**src/rtl/display_digit_scanner_if.sv**
```systemverilog
// Bus bundle between the scan controller and its driver.
// Carries the display value/strobe/enables in and the scan outputs back.
interface display_digit_scanner_if #(
    parameter int NUM_DIGITS = 8
);
    localparam int IW = $clog2(NUM_DIGITS);

    logic [4*NUM_DIGITS-1:0] value_in;
    logic                    load;
    logic [NUM_DIGITS-1:0]   digit_en;
    logic [3:0]              nibble_out;
    logic [NUM_DIGITS-1:0]   anodes;
    logic [IW-1:0]           digit_idx;
    logic                    frame_done;

    modport master (
        output value_in, load, digit_en,
        input  nibble_out, anodes, digit_idx, frame_done
    );

    modport slave (
        input  value_in, load, digit_en,
        output nibble_out, anodes, digit_idx, frame_done
    );
endinterface

```
**src/rtl/display_digit_scanner.sv**
```systemverilog
// Time-multiplexed 7-segment scan controller, double-buffered value.
// Optional leading-zero blanking: define DISPLAY_SCANNER_LZB_EN.
module display_digit_scanner #(
    parameter int NUM_DIGITS      = 8,
    parameter int TICKS_PER_DIGIT = 100000,
    parameter int GUARD_TICKS     = 2
) (
    input  logic                     clk,
    input  logic                     reset_n,
    display_digit_scanner_if.slave   scan
);
    localparam int IW = $clog2(NUM_DIGITS);
    localparam int CW = $clog2(TICKS_PER_DIGIT);

    logic [CW-1:0]           tick_cnt;
    logic [IW-1:0]           idx;
    logic [4*NUM_DIGITS-1:0] shadow;
    logic [4*NUM_DIGITS-1:0] pend_val;
    logic                    pend_flag;
    logic                    frame_done;

    logic                    tick_end;
    logic                    frame_end;
    logic                    guard_done;
    logic [NUM_DIGITS-1:0]   visible;

    assign tick_end  = (tick_cnt == CW'(TICKS_PER_DIGIT - 1));
    assign frame_end = tick_end && (idx == IW'(NUM_DIGITS - 1));

    generate
        if (GUARD_TICKS == 0) begin : g_noguard
            assign guard_done = 1'b1;
        end else begin : g_guard
            assign guard_done = (tick_cnt >= CW'(GUARD_TICKS));
        end
    endgenerate

    // Slot counters, frame pulse and the double-buffered display value
    always_ff @(posedge clk) begin
        if (!reset_n) begin
            tick_cnt   <= '0;
            idx        <= '0;
            shadow     <= '0;
            pend_val   <= '0;
            pend_flag  <= 1'b0;
            frame_done <= 1'b0;
        end else begin
            frame_done <= frame_end;
            if (tick_end) begin
                tick_cnt <= '0;
                if (idx == IW'(NUM_DIGITS - 1))
                    idx <= '0;
                else
                    idx <= idx + 1'b1;
            end else begin
                tick_cnt <= tick_cnt + 1'b1;
            end
            if (frame_end) begin
                if (scan.load)
                    shadow <= scan.value_in;
                else if (pend_flag)
                    shadow <= pend_val;
                pend_flag <= 1'b0;
            end else if (scan.load) begin
                pend_val  <= scan.value_in;
                pend_flag <= 1'b1;
            end
        end
    end

`ifdef DISPLAY_SCANNER_LZB_EN
    // Blank digits above the most significant nonzero nibble; digit 0 always shown
    always_comb begin : lzb
        logic seen;
        seen       = 1'b0;
        visible    = '0;
        visible[0] = 1'b1;
        for (int k = NUM_DIGITS - 1; k >= 1; k--) begin
            seen       = seen | (shadow[4*k +: 4] != 4'h0);
            visible[k] = seen;
        end
    end
`else
    assign visible = '1;
`endif

    // Select the current digit's nibble and light its anode after the guard
    always_comb begin
        scan.nibble_out = 4'h0;
        scan.anodes     = '1;
        for (int k = 0; k < NUM_DIGITS; k++) begin
            if (idx == IW'(k)) begin
                scan.nibble_out = shadow[4*k +: 4];
                if (guard_done && scan.digit_en[k] && visible[k])
                    scan.anodes[k] = 1'b0;
            end
        end
    end

    assign scan.digit_idx  = idx;
    assign scan.frame_done = frame_done;

endmodule

```
**src/flat_wrapper.sv**
```systemverilog
// flat-port wrapper written by rule: the top's interface ports become plain ports
module display_digit_scanner_flat 
#(
    parameter int NUM_DIGITS      = 8,
    parameter int TICKS_PER_DIGIT = 100000,
    parameter int GUARD_TICKS     = 2
)
  (clk, reset_n, scan_value_in, scan_load, scan_digit_en, scan_nibble_out, scan_anodes, scan_digit_idx, scan_frame_done);
  display_digit_scanner_if #(.NUM_DIGITS(NUM_DIGITS)) scan_i ();
  input  logic clk;
  input  logic reset_n;
  input wire logic [$bits(scan_i.value_in)-1:0] scan_value_in;
  input wire logic [$bits(scan_i.load)-1:0] scan_load;
  input wire logic [$bits(scan_i.digit_en)-1:0] scan_digit_en;
  output wire logic [$bits(scan_i.nibble_out)-1:0] scan_nibble_out;
  output wire logic [$bits(scan_i.anodes)-1:0] scan_anodes;
  output wire logic [$bits(scan_i.digit_idx)-1:0] scan_digit_idx;
  output wire logic [$bits(scan_i.frame_done)-1:0] scan_frame_done;
  assign scan_i.value_in = scan_value_in;
  assign scan_i.load = scan_load;
  assign scan_i.digit_en = scan_digit_en;
  assign scan_nibble_out = scan_i.nibble_out;
  assign scan_anodes = scan_i.anodes;
  assign scan_digit_idx = scan_i.digit_idx;
  assign scan_frame_done = scan_i.frame_done;
  display_digit_scanner #(.NUM_DIGITS(NUM_DIGITS), .TICKS_PER_DIGIT(TICKS_PER_DIGIT), .GUARD_TICKS(GUARD_TICKS)) u_core (.clk(clk), .reset_n(reset_n), .scan(scan_i));
endmodule
```
**config.mk**
```make
export PLATFORM = sky130hd
export DESIGN_NAME = display_digit_scanner_flat
export DESIGN_NICKNAME = d
export VERILOG_FILES = /design/src/rtl/display_digit_scanner_if.sv /design/src/rtl/display_digit_scanner.sv /design/src/flat_wrapper.sv
export SDC_FILE = /design/constraint.sdc
export NUM_CORES = 1
export LEC_CHECK = 0
export CAP_MARGIN = 5
export CELL_PAD_IN_SITES_DETAIL_PLACEMENT = 1
export CELL_PAD_IN_SITES_GLOBAL_PLACEMENT = 1
export CORE_AREA = 2 2 123 125
export DETAILED_ROUTE_END_ITERATION = 6
export DIE_AREA = 0 0 125 127
export GPL_TIMING_DRIVEN = 0
export PLACE_DENSITY = 0.7
export SLEW_MARGIN = 20
export SYNTH_ARGS = -nofsm -noshare
export SYNTH_HDL_FRONTEND = slang
export SYNTH_SLANG_ARGS = --single-unit
export TNS_END_PERCENT = 50
```
**constraint.sdc**
```tcl
create_clock -name clk -period 3.9 [get_ports clk]
set_input_delay 0.585 -clock clk [delete_from_list [all_inputs] [get_ports clk]]
set_output_delay 0.585 -clock clk [all_outputs]
set_load 0.01 [all_outputs]
```
---- Word-level counts from Yosys, hierarchy flattened ----
Cells that the tools add are included.
Widths: inputs -> output; s select.
storage, ports and cells
  flip-flop bits (word level) ............. 86
  output and inout port bits .............. 16
  logic and storage cells ................. 61
operators by class
  $lt $le $gt $ge ......................... 1
  multiplexer cells ....................... 27
  reduce and logical (&&, ||, !) cells .... 15
  bitwise operators ....................... 2
  eq/ne operators ......................... 8
  $add $sub $neg .......................... 2
operator list
  cell                   count
  $mux 32                2
  $mux 4                 8
  $add 17x1->17 const B  1
  $eq 17x17->1 const B   1
  $ge 17x2->1 const B    1
  $mux 1                 16
  $eq 3x3->1 const B     4
  $logic_and 1x1->1      9
  $eq 3x2->1 const B     2
  $reduce_and 2->1       2
  $reduce_or 2->1        2
  $add 3x1->3 const B    1
  $eq 3x1->1 const B     1
  $logic_not 3->1        1
  $mux 3                 1
  $not 1->1              2
  $reduce_bool 2->1      1

---- Longest topological paths before layout ----
  depth in word-level cells ............... 9
  gate-level depth with buffers ........... 9
  gate-level depth less buffers ........... 6

---- Worst setup path before layout ----
Ideal clock, no wire load.
  path type ............................... register -> output
  start ................................... reg u_core.idx[2] (netlist: u_core.scan.digit_idx[2])
  end ..................................... out scan_nibble_out[0]
  cell stages (with the launch flop) ...... 8
  buffers on the path ..................... 1
  required time ........................... 3315 ps
  setup slack ............................. 1390 ps
  data arrival time ....................... 1925 ps
  cells stage by stage .................... dfxtp_1 inv_1 clkbuf_1 ha_1 or2_2 a221oi_1 o22ai_1 a21oi_1
on the way
  word-level cells in the longest chain between the ends .. 9
RTL lines
  item                      line                         text
  start: declaration        display_digit_scanner.sv:16  logic [IW-1:0] idx;
  start signal: assignment  display_digit_scanner.sv:54  idx <= idx + 1'b1;
  $logic_not 3->1           display_digit_scanner.sv:92  if (idx == IW'(k)) begin
  $mux 4 (7 in a row)       display_digit_scanner.sv:92
  $mux 4 (*)                display_digit_scanner.sv:92
  end: declaration          flat_wrapper.sv:15           output wire logic [$bits(scan_i.nibble_out)-1:0] scan_nibble_out;
Mark *: on every way between the ends. The rest lies on a longest branch, timed or not.

---- Final worst setup path ----
  start ................................... reg u_core.idx[2] (netlist: u_core.scan.digit_idx[2])
  end ..................................... out scan_nibble_out[1]
The elaborated chain is that of the path after synthesis.

==> metrics.cfg <==
[global_route]
grt_antenna_before_repair = 0
grt_pass1_vias = 5071
grt_usage_pct = 21.3
grt_max_degree = 13
grt_overflow = 0
grt_pass1_wl_mm = 27.2

[clock_network]
cts_max_path_buffers = 2
post_cts_resize_count = 0
path_clk_slew_ns = 0.06
clock_latency_ns = 0.35
clock_sinks = 86
cts_hold_buf = 0
post_cts_buffers = 0
cts_buffers = 9
cts-htree-levels = 3
cts-root-buf = clkbuf_16
cts_tree = built

[layout]
synthToLayoutAreaGrowth_pct = 21.3
fin_nets = 696
n_antenna_cell = 0
nFillCells = 1708
final_cell_mix = dfxtp_1 (86), nand3_1 (70), clkbuf_1 (56), clkdlybuf4s50_1 (56), nand3b_1 (36)
final_common_cell = dfxtp_1
fin_util_pct = 41.9
drive_gt1_share_pct = 4.31

[synthesis]
synthXorXnorAreaFrac_pct = 2.46
synth_top_family_by_area = compound AO/OA/AOI/OAI gates
synthSimpleGateAreaFrac_pct = 22.1
synth_mux_area_share_pct = 6.83
synth-seq-area-share_pct = 34.6
synth_compound_area_share_pct = 25.0
yosysUniqueCellTypes = 39
yosys.area.top_type = dfxtp_1
async_flop_share_pct = 0
postSynthCellCount = 578
synth_fa_ha_area_share_pct = 2.01
synth_edf_count = 0
ys_warn_count = 0
netlist_area_mm2 = 0.00498
synth_flop_cell = dfxtp_1
yosysTopAreaCellShare_pct = 34.6
synth_area_leaders = dfxtp_1 (35%), nand3_1 (7.0%), mux2i_1 (6.8%)
yosys_register_bits = 86
synthesis.nets = 629
avgSynthCellArea_um2 = 8.62

[detailed_routing]
wl_mm = 16.8
drt_first_pass_iters = 4
ant_nets = 0
vias_per_cell = 5.89
drt_iter0_drc = 315
route.detailed.drc = 0
wl_per_cell_um = 20.2
num_vias = 4910

[worst_setup_path]
cpPeakStageDelay_ns = 0.56
r2r-end = u_core.pend_val[16]
worstPathCellList = inv_1 -> clkbuf_1 -> ha_1 -> or2_2 -> a221oi_1 -> o22ai_1 -> a21oi_1 -> clkdlybuf4s50_1
path_max_fanout = 10
ff2ff_path_depth = 7
end_kind = primary output
reg2reg_from = u_core.scan.digit_idx[0]
startpoint_type = flip-flop
r2r_slack_ns = 1.21
criticalPathCategory = reg -> out
cp_slowest_cell = clkdlybuf4s50_1
cp.arrival_ns = 3.11
worstPathRequired_ns = 3.31

[worst_hold_path]
hold_end = u_core.tick_cnt[0]
hold_path.class = reg -> reg
min_from = u_core.tick_cnt[0]
hold_depth = 1

[timing]
timing.fmax_mhz = 271
setup_tns_ns = 0
slew_headroom_pct = 44.7
drv_slew = 0
hold_viol_final = 0
setup_viol = 0
setup_ws_ns = 0.204
fin_crit_ns = 3.70
tightestPinTransition_ns = 0.829
period_share_pct = 94.8
fin_skew_ns = 0.00841
rsz0062_at_grt = false

[floorplan]
initial_utilization_pct = 34.5
rows = 44
die_x_um = 125
coreArea_mm2 = 0.0144
dieArea_mm2 = 0.0159
io-pin-count = 59
chipHeight_um = 127

[power_and_ir_drop]
power.total_mw = 1.98
ir_drop_uv = 197
power_density_mw_per_mm2 = 327
p_leak_nw = 2.48

[run]
cap_violations = 0

[placed_design]
portBuffers = 56
pre_cts_ws_ns = 0.558
place_hpwl_mm = 12.4
gp_congestion = 0.820

[outcome]
status = finished, final reports clean

[synthesized netlist by cell type, drive strengths merged (2+ instances only)]
library cell	number
a21boi	2
a21oi	17
a221oi	4
a31oi	32
a41oi	32
and2	4
and3	3
and4	9
buf	18
clkbuf	53
dfxtp	86
ha	8
inv	12
mux2i	34
nand2	16
nand2b	5
nand3	70
nand3b	36
nand4	16
nor2	24
nor3	2
nor4	2
o211a	32
o211ai	32
o22ai	4
o31ai	4
xnor2	3
xor2	11
[logic make-up (layout without fill, tap and decap cells)]
logic type,count (synthesis),after routing
simple gates,192,192
xor+xnor,14,14
fa+ha+maj,8,8
buf+inv,83,154
mux,34,34
flops,86,86
compound gates,161,161
[final cells by class]
cell class	count	area [µm²]	share of cell area, %
inverters	12	45.0	0.746
plain buffers	71	305	5.05
multi-input cells	409	2910	48.1
clock buffers	14	264	4.37
clock inverters	1	5.00	0.0829
flip-flops and latches	86	1720	28.5
repair buffers	56	561	9.28
well taps	184	230	3.81
[worst max-delay path, delay by kind of cell (launching register included)]
family	cells	cell delay [ns]
AOI/OAI and AO/OA	3	0.62
DFF	1	0.49
buffers and inverters	3	0.96
adders and majority gates	1	0.35
and+or+nand+nor	1	0.34
[where the power goes]
group	internal, mW	switching [mW]
clock network	0.463	0.348
logic	0.101	0.120
registers	0.914	0.0288
[metrics by stage]
stage	area [µm²]	std cells	hold slack [ns]
floorplan	4980	578	0.437
global placement	5770	818	0.455
detailed placement	5770	818	0.466
CTS	6040	833	0.481
global route	6040	833	0.521
finish	6040	833	0.477
[flip-flops by register name, indices dropped and copies added (netlist names)]
name / count
u_core.pend_flag: 1
u_core.tick_cnt: 17
u_core.scan.frame_done: 1
u_core.scan.digit_idx: 3
u_core.pend_val: 32
u_core.shadow: 32
[worst max path at each step]
stage | from | end | cells after the start
2_1_floorplan | u_core.scan.digit_idx[2] | scan_nibble_out[0] | 7
3_3_place_gp | u_core.scan.digit_idx[2] | scan_nibble_out[3] | 8
3_5_place_dp | u_core.scan.digit_idx[2] | scan_nibble_out[3] | 8
4_1_cts | u_core.scan.digit_idx[2] | scan_nibble_out[1] | 8
5_1_grt | u_core.scan.digit_idx[2] | scan_nibble_out[3] | 8
6_report | u_core.scan.digit_idx[2] | scan_nibble_out[1] | 8
[metal layers]
| layer | global-route usage, % | part of all wire, % |
|---|---|---|
| met2 | 36.5 | 48 |
| met1 | 27.9 | 47 |
| met4 | 7.32 | 1.7 |
| met5 | 0 | 0 |
| met3 | 2.72 | 3.5 |
Note: power is estimated with default switching activity, not from simulation.
